===== config.mk =====
export PLATFORM = sky130hd
export DESIGN_NAME = digit_scan_driver_flat
export DESIGN_NICKNAME = d
export VERILOG_FILES = /design/src/rtl/digit_scan_driver_if.sv /design/src/rtl/digit_scan_driver.sv /design/src/flat_wrapper.sv
export SDC_FILE = /design/constraint.sdc
export NUM_CORES = 1
export LEC_CHECK = 0
export BUFFER_PORTS_ARGS = -buffer_cell sky130_fd_sc_hd__buf_4
export CORE_UTILIZATION = 45
export DETAILED_ROUTE_END_ITERATION = 6
export PLACE_DENSITY = 0.74
export SLEW_MARGIN = 15
export SYNTH_ARGS = -nofsm -noshare
export SYNTH_HDL_FRONTEND = slang
export SYNTH_SLANG_ARGS = --single-unit

===== constraint.sdc =====
create_clock -name clk -period 2.4 [get_ports clk]
set_clock_uncertainty 0.15 [all_clocks]
set_input_delay 0.72 -clock clk [delete_from_list [all_inputs] [get_ports clk]]
set_output_delay 0.72 -clock clk [all_outputs]
set_load 0.1 [all_outputs]

===== src/rtl/digit_scan_driver_if.sv =====
// Scan-driver bus: enable and mux pattern in, select/segments/digit enables out.
// DIGIT_SCAN_PWM_EN adds the 3-bit brightness input.
interface digit_scan_driver_if #(
    parameter int NUM_DIGITS = 6
);
    logic                  en;
    logic [6:0]            led_in;
    logic [2:0]            segment_select;
    logic [6:0]            seg_out;
    logic [NUM_DIGITS-1:0] digit_en;
    logic                  frame_start;
`ifdef DIGIT_SCAN_PWM_EN
    logic [2:0]            brightness;

    modport master (input en, led_in, brightness,
                    output segment_select, seg_out, digit_en, frame_start);
    modport slave  (output en, led_in, brightness,
                    input segment_select, seg_out, digit_en, frame_start);
`else
    modport master (input en, led_in,
                    output segment_select, seg_out, digit_en, frame_start);
    modport slave  (output en, led_in,
                    input segment_select, seg_out, digit_en, frame_start);
`endif
endinterface


===== src/rtl/digit_scan_driver.sv =====
// Time-multiplexed 7-segment scanner with a blanking gap at each digit change.
// Optional DIGIT_SCAN_PWM_EN shortens the ON window according to brightness.
module digit_scan_driver #(
    parameter int NUM_DIGITS = 6,
    parameter int DWELL      = 18,
    parameter int BLANK      = 2
) (
    input  logic                  clk,
    input  logic                  reset_n,
    digit_scan_driver_if.master   bus
);
    localparam int CW = $clog2(DWELL);
    localparam logic [CW-1:0] CNT_LAST = CW'(DWELL - 1);
    localparam logic [CW-1:0] CNT_CAP  = CW'(BLANK - 1);
    localparam logic [2:0]    SEL_LAST = 3'(NUM_DIGITS - 1);

    typedef enum logic [1:0] {ST_BLANK, ST_ON, ST_OFF} state_t;

    state_t                state, state_nx;
    logic [CW-1:0]         slot_cnt, slot_nx;
    logic [2:0]            sel, sel_nx;
    logic [6:0]            seg_q, seg_nx;
    logic [NUM_DIGITS-1:0] den_q, den_nx;
    logic [NUM_DIGITS-1:0] onehot;

    assign onehot = NUM_DIGITS'(1) << sel;

`ifdef DIGIT_SCAN_PWM_EN
    localparam int STEP = (DWELL - BLANK) / 8;
    logic [2:0]    bright_q;
    logic [CW-1:0] cnt_off;

    // Brightness latches once per slot so a mid-slot change waits for the next digit.
    always_ff @(posedge clk or negedge reset_n) begin
        if (!reset_n)           bright_q <= 3'd0;
        else if (slot_cnt == '0) bright_q <= bus.brightness;
    end

    always_comb begin
        cnt_off = CW'(BLANK + (int'(bright_q) + 1) * STEP - 1);
    end
`endif

    always_ff @(posedge clk or negedge reset_n) begin
        if (!reset_n) begin
            state    <= ST_BLANK;
            slot_cnt <= '0;
            sel      <= '0;
            seg_q    <= '0;
            den_q    <= '0;
        end else begin
            state    <= state_nx;
            slot_cnt <= slot_nx;
            sel      <= sel_nx;
            seg_q    <= seg_nx;
            den_q    <= den_nx;
        end
    end

    always_comb begin
        state_nx = state;
        slot_nx  = slot_cnt + 1'b1;
        sel_nx   = sel;
        seg_nx   = seg_q;
        den_nx   = den_q;
        if (!bus.en) begin
            state_nx = ST_BLANK;
            slot_nx  = '0;
            sel_nx   = '0;
            seg_nx   = '0;
            den_nx   = '0;
        end else if (slot_cnt == CNT_LAST) begin
            // Clearing segments with the digit stops the old pattern bleeding onto the new digit.
            state_nx = ST_BLANK;
            slot_nx  = '0;
            sel_nx   = (sel == SEL_LAST) ? 3'd0 : sel + 3'd1;
            seg_nx   = '0;
            den_nx   = '0;
        end else begin
            case (state)
                ST_BLANK: begin
                    if (slot_cnt == CNT_CAP) begin
                        state_nx = ST_ON;
                        seg_nx   = bus.led_in;
                        den_nx   = onehot;
                    end
                end
                ST_ON: begin
`ifdef DIGIT_SCAN_PWM_EN
                    if (slot_cnt == cnt_off) begin
                        state_nx = ST_OFF;
                        den_nx   = '0;
                    end
`endif
                end
                ST_OFF:  ;
                default: state_nx = ST_BLANK;
            endcase
        end
    end

    assign bus.segment_select = sel;
    assign bus.seg_out        = seg_q;
    assign bus.digit_en       = den_q;
    assign bus.frame_start    = reset_n & bus.en & (sel == 3'd0) & (slot_cnt == '0);
endmodule


===== src/flat_wrapper.sv =====
// flat-port wrapper written by rule: the top's interface ports become plain ports
module digit_scan_driver_flat 
#(
    parameter int NUM_DIGITS = 6,
    parameter int DWELL      = 18,
    parameter int BLANK      = 2
)
  (clk, reset_n, bus_en, bus_led_in, bus_segment_select, bus_seg_out, bus_digit_en, bus_frame_start);
  digit_scan_driver_if #(.NUM_DIGITS(NUM_DIGITS)) bus_i ();
  input  logic clk;
  input  logic reset_n;
  input wire logic [$bits(bus_i.en)-1:0] bus_en;
  input wire logic [$bits(bus_i.led_in)-1:0] bus_led_in;
  output wire logic [$bits(bus_i.segment_select)-1:0] bus_segment_select;
  output wire logic [$bits(bus_i.seg_out)-1:0] bus_seg_out;
  output wire logic [$bits(bus_i.digit_en)-1:0] bus_digit_en;
  output wire logic [$bits(bus_i.frame_start)-1:0] bus_frame_start;
  assign bus_i.en = bus_en;
  assign bus_i.led_in = bus_led_in;
  assign bus_segment_select = bus_i.segment_select;
  assign bus_seg_out = bus_i.seg_out;
  assign bus_digit_en = bus_i.digit_en;
  assign bus_frame_start = bus_i.frame_start;
  digit_scan_driver #(.NUM_DIGITS(NUM_DIGITS), .DWELL(DWELL), .BLANK(BLANK)) u_core (.clk(clk), .reset_n(reset_n), .bus(bus_i));
endmodule

======== Word-level counts from Yosys, hierarchy flattened ========
Cells that the tools add are included.
cells by class
  add/subtract/negate cells ............... 2
  equal/unequal tests ..................... 10
  shifts and indexed selects .............. 1
  mux-type cells .......................... 17
  bitwise logic cells ..................... 3
  reductions and logical operators ........ 6
operator list
  operator               number
  $mux W7                4
  $mux W6                4
  $mux W5                2
  $mux W3                3
  $mux W2                3
  $ne A3 B1 Y1 const B   2
  $shl A1 B3 Y6 const A  1
  $add A5 B1 Y5 const B  1
  $eq A5 B1 Y1 const B   1
  $eq A5 B5 Y1 const B   1
  $logic_not A5 Y1       1
  $ne A4 B2 Y1 const B   1
  $pmux W2 S2            1
  $reduce_and A2 Y1      2
  $add A3 B1 Y3 const B  1
  $and A1 B1 Y1          3
  $eq A3 B3 Y1 const B   1
  $logic_not A3 Y1       1
  $ne A3 B2 Y1 const B   1
  $eq A2 B1 Y1 const B   1
  $eq A2 B2 Y1 const B   1
  $logic_not A2 Y1       1
  $ne A2 B1 Y1 const B   1
  $reduce_or A2 Y1       1
storage, ports and cells
  register bits after elaboration ......... 23
  input bits .............................. 10
  output and inout bits ................... 17
  word-level logic and storage cells ...... 44

======== Longest topological paths before layout ========
Gate-level depths: netlist (run 1).
  depth in word-level cells ............... 5
  depth in mapped cells ................... 6
  depth with buffers taken out ............ 5

======== Worst setup path before layout (run 1) ========
Ideal clock, no wire load.
  path kind ............................... input port to output port
  from .................................... in bus_en
  to ...................................... out bus_frame_start
  arrival ................................. 2.563 ns
  required time ........................... 1.530 ns
  setup slack ............................. -1.033 ns
  stages on the path ...................... 4
  buffers on the path ..................... 1
  cells stage by stage .................... clkbuf_1 -> nor4b_1 -> nand4_1 -> nor2_1
on the way
  cells in the longest elaborated chain, start to end .. 3
RTL lines
  what                         RTL line                  text
  start: declaration           flat_wrapper.sv:12        input wire logic [$bits(bus_i.en)-1:0] bus_en;
  $and A1 B1 Y1 (3 in series)  digit_scan_driver.sv:105  assign bus.frame_start = reset_n & bus.en & (sel == 3'd0) & (slot_cnt == '0);
  end: declaration             flat_wrapper.sv:17        output wire logic [$bits(bus_i.frame_start)-1:0] bus_frame_start;
No other way between the ends.

======== Final worst setup path (run 1) ========
  from .................................... reg u_core.sel[2], in the netlist u_core.bus.segment_select[2]
  to ...................................... out bus_frame_start
on the way
  cells in the longest elaborated chain, start to end .. 3
RTL lines
  what                         RTL line                  text
  start: declaration           digit_scan_driver.sv:21   logic [2:0] sel, sel_nx;
  start signal: assignment     digit_scan_driver.sv:54   sel <= sel_nx;
  $logic_not A3 Y1             digit_scan_driver.sv:105
  $and A1 B1 Y1 (2 in series)  digit_scan_driver.sv:105
No other way between the ends.

==> results of run 1 <==
-- kinds of logic after synthesis --
family / after synthesis
and+or+nand+nor: 28
DFF: 22
adders and majority gates: 4
AOI/OAI and AO/OA: 21
buffers and inverters: 9
xor gates and xnor gates: 3
-- worst paths after layout --
check / endpoint / from / slack, ns
max in group asynchronous: u_core.bus.segment_select[1]$_DFFE_PN0P_ / reset_n / 1.62
min in group clk: u_core.bus.digit_en[4]$_DFFE_PN0P_ / u_core.bus.digit_en[4]$_DFFE_PN0P_ / 0.36
setup / recovery: bus_frame_start / u_core.bus.segment_select[2]$_DFFE_PN0P_ / 0.06
hold reg to reg: u_core.bus.digit_en[4]$_DFFE_PN0P_ / u_core.bus.digit_en[4]$_DFFE_PN0P_ / 0.36
setup reg to reg: u_core.bus.seg_out[6]$_DFFE_PN0P_ / u_core.slot_cnt[1]$_DFF_PN0_ / 0.38
hold / removal: u_core.bus.seg_out[3]$_DFFE_PN0P_ / reset_n / 0.23
-- metrics by stage --
| stage | setup slack (ns) | area (um2) | std cells | util [%] | power [mW] |
|---|---|---|---|---|---|
| 2_1_floorplan | -0.1596 | 1066 | 87 | - | 0.5438 |
| 3_3_place_gp | -0.04572 | 1285 | 141 | 58.65 | 0.5877 |
| 6_report | 0.06341 | 1365 | 147 | 62.31 | 0.8667 |
| 3_5_place_dp | -0.03545 | 1285 | 141 | 58.65 | 0.5912 |
| 5_1_grt | -0.02029 | 1365 | 147 | 62.31 | 0.8974 |
| 4_1_cts | 0.005803 | 1365 | 147 | 62.31 | 0.8738 |
-- critical path, stage by stage, from the launching register on --
cell and delay, ns:
dfrtp_2 0.44, nor4b_2 0.23, nand4_1 0.17, nor2_4 0.14
buf_12 0.18
-- flip-flops by register name (all words and copies together) (netlist names) --
signal / cells
u_core.bus.digit_en: 6
u_core.slot_cnt: 5
u_core.bus.segment_select: 3
u_core.state: 1
u_core.bus.seg_out: 7
-- cell type report --
class,count,area (um2),share of cell area [%]
Sequential cell,22,553.0,40.51
Inverter,5,18.77,1.375
Multi-Input combinational cell,56,452.9,33.18
Tap cell,28,35.03,2.566
Clock inverter,1,30.03,2.200
Timing Repair Buffer,32,252.7,18.52
Clock buffer,3,22.52,1.650
-- power groups by stage --
stage          combinational (mW)  clock, mW  sequential (mW)
2_1_floorplan              0.0659          0            0.478
3_3_place_gp                0.183          0            0.405
3_5_place_dp                0.185          0            0.406
4_1_cts                     0.189      0.286            0.399
5_1_grt                     0.198      0.298            0.402
6_report                    0.187      0.280            0.399
-- layer usage --
layer | up-vias | part of all wire, % | GRT usage [%]
met3 | 2 | 4.6 | 4.321
met4 | 0 | 0.43 | 4.762
met5 | - | 0 | 0
met2 | 22 | 44 | 26.00
li1 | 382 | - | -
met1 | 372 | 51 | 27.44
-- layout by cell type (no fill, tap or decap), types with 3 or more instances in the layout --
cell type and instances:
dfrtp_1 20, a22o_2 7, nand2_1 3, a21oi_1 3
xnor2_1 3, clkbuf_4 3, buf_4 31, ha_1 4
nor2_1 7, a32o_1 4, and2_1 3, inv_1 5
-- repair_timing --
action	4_1_cts	5_1_grt
pin swaps	1	2
endpoints found under the setup margin	1	1
resized for setup	3	0
buffers inserted	2	0
==> results.json, run 1 <==
{
  "status": "finished, final reports clean",
  "muxShareOfSynthArea_pct": 0,
  "drt_drc_violations_left": 0,
  "whs_ns": 0.2330,
  "hpwl_mm": 1.487,
  "synth_seq_cells": 22,
  "finalHoldViolCount": 0,
  "wl_mm": 2.113,
  "vias_per_cell": 5.293,
  "ys_warn_count": 0,
  "yosys.area_share.adder_pct": 4.813,
  "p_int_uw": 612.4,
  "fill_cells": 189,
  "slew_headroom_pct": 68.17,
  "final_layout_size_suffix_gt1_share_pct": 42.86,
  "vias": 778,
  "cp-end-kind": "output port",
  "nNetsFinal": 134,
  "path_clk_slew_ns": 0.13,
  "fmax_mhz": 428.0,
  "grt_pass1_vias": 716,
  "min_path_type": "input port to asynchronous set/reset pin",
  "syn_area_mm2": 0.001040,
  "chipHeight_um": 50.07,
  "clock-root-buffer": "clkbuf_4",
  "synth-edff-count": 0,
  "num_rows": 17,
  "tightest_slew_ns": 0.4775,
  "required_ns": 1.53,
  "synth_xor_area_share_pct": 2.527,
  "synth_top_area_share_pct": 52.95,
  "insertedDiodeCount": 0,
  "cts_sinks": 22,
  "synth_flop_cell": "dfrtp_1",
  "vdd.ir_drop.worst_v": 0.0004014,
  "coreArea_mm2": 0.002191,
  "synth.area.top_cells": "dfrtp_1, a22o_2, ha_1, a32o_1, nor2_1",
  "yosys.area_share.simple_pct": 17.45,
  "cp_max_fo": 2,
  "power_density_mw_per_mm2": 634.9,
  "seqPwrFrac_pct": 46.1,
  "boundaryPins": 27,
  "syn_avg_cell_area_um2": 11.95,
  "drv_slew": 0,
  "clockBufferDepth": 2,
  "initial_utilization_pct": 47.46,
  "worst-setup-path-type": "register to output port",
  "yosysMostFrequentCell": "dfrtp_1",
  "rsz0062_at_grt": "true",
  "dieWidth_um": 50.07,
  "yosysUniqueCellTypes": 29,
  "fin_crit_ns": 2.337,
  "leakagePower_nw": 0.6788,
  "ys_seq_area_share_pct": 52.95,
  "fin_crit_sh_pct": 97.36,
  "p_switching_uw": 254.2,
  "io_buffers": 26,
  "finalSetupTns_ns": 0,
  "syn_to_final_growth_pct": 31.29,
  "critical_path_arrival_ns": 1.47,
  "drv_cap": 0,
  "cts_hold_buf": 0,
  "syn_nets": 101,
  "synth-compound-area-share_pct": 17.45,
  "cp-start-kind": "register",
  "cts_tree": "yes",
  "insertion_delay_ns": 0.30,
  "antenna_found_initial": 0,
  "routedWlPerCell_um": 14.37,
  "synthTopCellsByCount": "dfrtp_1, nor2_1, a22o_2",
  "firstDrtPassIters": 4,
  "netlist_instances": 87,
  "async_flop_share_pct": 100.0,
  "synth_area_leader_cell": "dfrtp_1",
  "place_congestion": 0.7430,
  "synth_top_family_by_area": "compound AO/OA/AOI/OAI gates",
  "dieArea_mm2": 0.002507,
  "setup_viol": 0,
  "cts_buffers": 3,
  "gr-total-overflow": 0,
  "grt_max_degree": 23,
  "drt_iter0_markers": 11,
  "cts_htree_levels": 1,
  "gr-usage-all-layers_pct": 18.25,
  "comb_power_share_pct": 21.6,
  "ant_nets": 0,
  "ff2ff_path_depth": 5,
  "grt_first_pass_wirelength_mm": 3.415,
  "pwr-share-clk_pct": 32.3,
  "switching_share_pct": 29.34
}
(Power assumes the default switching activity.)
==> run 2: changes to the inputs <==
--- a/config.mk
+++ b/config.mk
@@ -6,6 +6,7 @@
 export NUM_CORES = 1
 export LEC_CHECK = 0
 export BUFFER_PORTS_ARGS = -buffer_cell sky130_fd_sc_hd__buf_4
+export CORE_ASPECT_RATIO = 1.4
 export CORE_UTILIZATION = 45
 export DETAILED_ROUTE_END_ITERATION = 6
 export PLACE_DENSITY = 0.74
==> run 2 against run 1 <==
Effect of this change:
- first-iteration DRC count rose to 2.7 times the previous value
- count of clock-buffer cells in the layout rose by 1
- utilization fell by 0.70 points
- clock power fell by 27%
- routed wire length rose by 0.80%
- total power fell by 8.9%
- critical endpoint unchanged
- largest power group unchanged
==> results.json, run 2 (synthesized netlist as in run 1, its figures left out) <==
{
  "dpl_cell_area_mm2": 0.001277,
  "grt_first_pass_wirelength_mm": 3.719,
  "grt_max_degree": 23,
  "routedWlPerCell_um": 15.11,
  "wl_mm": 2.130,
  "insertedDiodeCount": 0,
  "rsz0062_at_grt": "true",
  "drv_cap": 0,
  "cp-end-kind": "output port",
  "chipHeight_um": 58.88,
  "placed_cells_incl_taps": 135,
  "power_density_mw_per_mm2": 588.3,
  "insertion_delay_ns": 0.30,
  "drt_iter0_markers": 30,
  "vias_per_cell": 5.631,
  "cts_htree_levels": 1,
  "cp_slowest_stage_delay_ns": 0.44,
  "firstDrtPassIters": 4,
  "coreArea_mm2": 0.002177,
  "leakagePower_nw": 0.6719,
  "whs_ns": 0.2303,
  "initial_utilization_pct": 47.76,
  "slew_headroom_pct": 71.02,
  "vias": 794,
  "dieWidth_um": 42.63,
  "cp_max_fo": 2,
  "final_cell_mix": "buf_4, dfrtp_1, nor2_1, a22o_2, inv_1",
  "cts_buffers": 3,
  "antenna_found_initial": 0,
  "dieArea_mm2": 0.002510,
  "vdd.ir_drop.worst_v": 0.0003070,
  "cp-start-kind": "register",
  "boundaryPins": 27,
  "io_buffers": 26,
  "pre_cts_slack_ns": -0.03560,
  "setup_viol": 0,
  "gr-total-overflow": 0,
  "path_cells": "nor4b_2 -> nand4_1 -> nor2_4 -> buf_12",
  "fin_crit_sh_pct": 98.05,
  "status": "finished, final reports clean",
  "fin_crit_ns": 2.353,
  "clockBufferDepth": 2,
  "hpwl_mm": 1.487,
  "clock-root-buffer": "clkbuf_4",
  "tightest_slew_ns": 0.4347,
  "critical_path_arrival_ns": 1.48,
  "nNetsFinal": 134,
  "final_cells": 141,
  "finalHoldViolCount": 0,
  "num_rows": 20,
  "min_path_type": "input port to asynchronous set/reset pin",
  "layout_commonest_cell": "buf_4",
  "gr-usage-all-layers_pct": 19.45,
  "cpMaxStageDelayCell": "dfrtp_2",
  "cts_tree": "yes",
  "cts_hold_buf": 0,
  "largest_reg_flops": 7,
  "layout_setup_ws_ns": 0.04676,
  "path_clk_slew_ns": 0.12,
  "final_area_mm2": 0.001341,
  "cts_sinks": 22,
  "grt_pass1_vias": 794,
  "worst-setup-path-type": "register to output port",
  "drt_drc_violations_left": 0,
  "required_ns": 1.53,
  "ant_nets": 0,
  "finalSetupTns_ns": 0,
  "syn_to_final_growth_pct": 29.00,
  "place_congestion": 0.7771,
  "critPathBufInv": 1,
  "drv_slew": 0,
  "cp_top_family": "simple AND/OR/NAND/NOR gates",
  "final_layout_size_suffix_gt1_share_pct": 42.86,
  "fmax_mhz": 424.9
}
run 2: cell count changes in the layout (fill, tap and decap cells not counted), sizes merged:
cell    before  now
clkbuf       3    4
bufinv       1    0
run 2: final cells by class:
type / instances / area, um2
fillers: 172 / 835.8
flip-flops and latches: 22 / 553.0
multi-input cells: 56 / 452.9
repair buffers: 32 / 252.7
clock buffers: 4 / 36.28
well taps: 22 / 27.53
inverters: 5 / 18.77
run 2: final timing paths:
| check | from | end | slack, ns | cells past startpoint |
|---|---|---|---|---|
| max | u_core.bus.segment_select[1]$_DFFE_PN0P_ | bus_frame_start | 0.05 | 4 |
| min | reset_n | u_core.bus.digit_en[3]$_DFFE_PN0P_ | 0.23 | 2 |
| max reg2reg | u_core.slot_cnt[1]$_DFF_PN0_ | u_core.bus.digit_en[2]$_DFFE_PN0P_ | 0.40 | 5 |
| min reg2reg | u_core.bus.digit_en[5]$_DFFE_PN0P_ | u_core.bus.digit_en[5]$_DFFE_PN0P_ | 0.36 | 1 |
| max in group asynchronous | reset_n | u_core.bus.segment_select[2]$_DFFE_PN0P_ | 1.64 | 2 |
| min in group clk | u_core.bus.digit_en[5]$_DFFE_PN0P_ | u_core.bus.digit_en[5]$_DFFE_PN0P_ | 0.36 | 1 |
run 2: worst register-to-register path: cells and delay by family (launching register included):
family,cells,cell delay [ns]
AOI/OAI and AO/OA,2,0.64
adders and majority gates,1,0.19
buffers and inverters,1,0.09
DFF,1,0.42
and+or+nand+nor,1,0.42
run 2: layer usage:
layer  up-vias  wire (um)  global-route usage [%]
met5         -          0                       0
met3         2        108                   3.067
met4         0         17                   8.482
met1       385        876                   24.51
li1        377          -                       -
met2        30       1127                   32.68
run 2: stage by stage:
stage,total power [mW],utilization [%]
global route,0.8259,61.61
finish,0.7891,61.61
floorplan,0.5438,-
CTS,0.7971,61.61
global placement,0.5869,58.68
detailed placement,0.5905,58.68
run 2: timing repair:
| item | 4_1_cts | 5_1_grt |
|---|---|---|
| resized for setup | 3 | 0 |
| buffers inserted | 2 | 0 |
| pin swaps | 2 | 1 |
| setup endpoints to repair | 1 | 1 |
run 2: power by group:
group	switching, mW	internal, mW	total (mW)
clock	0.111	0.0926	0.203
combinational	0.129	0.0578	0.187
sequential	0.0125	0.386	0.399
total	0.252	0.537	0.789
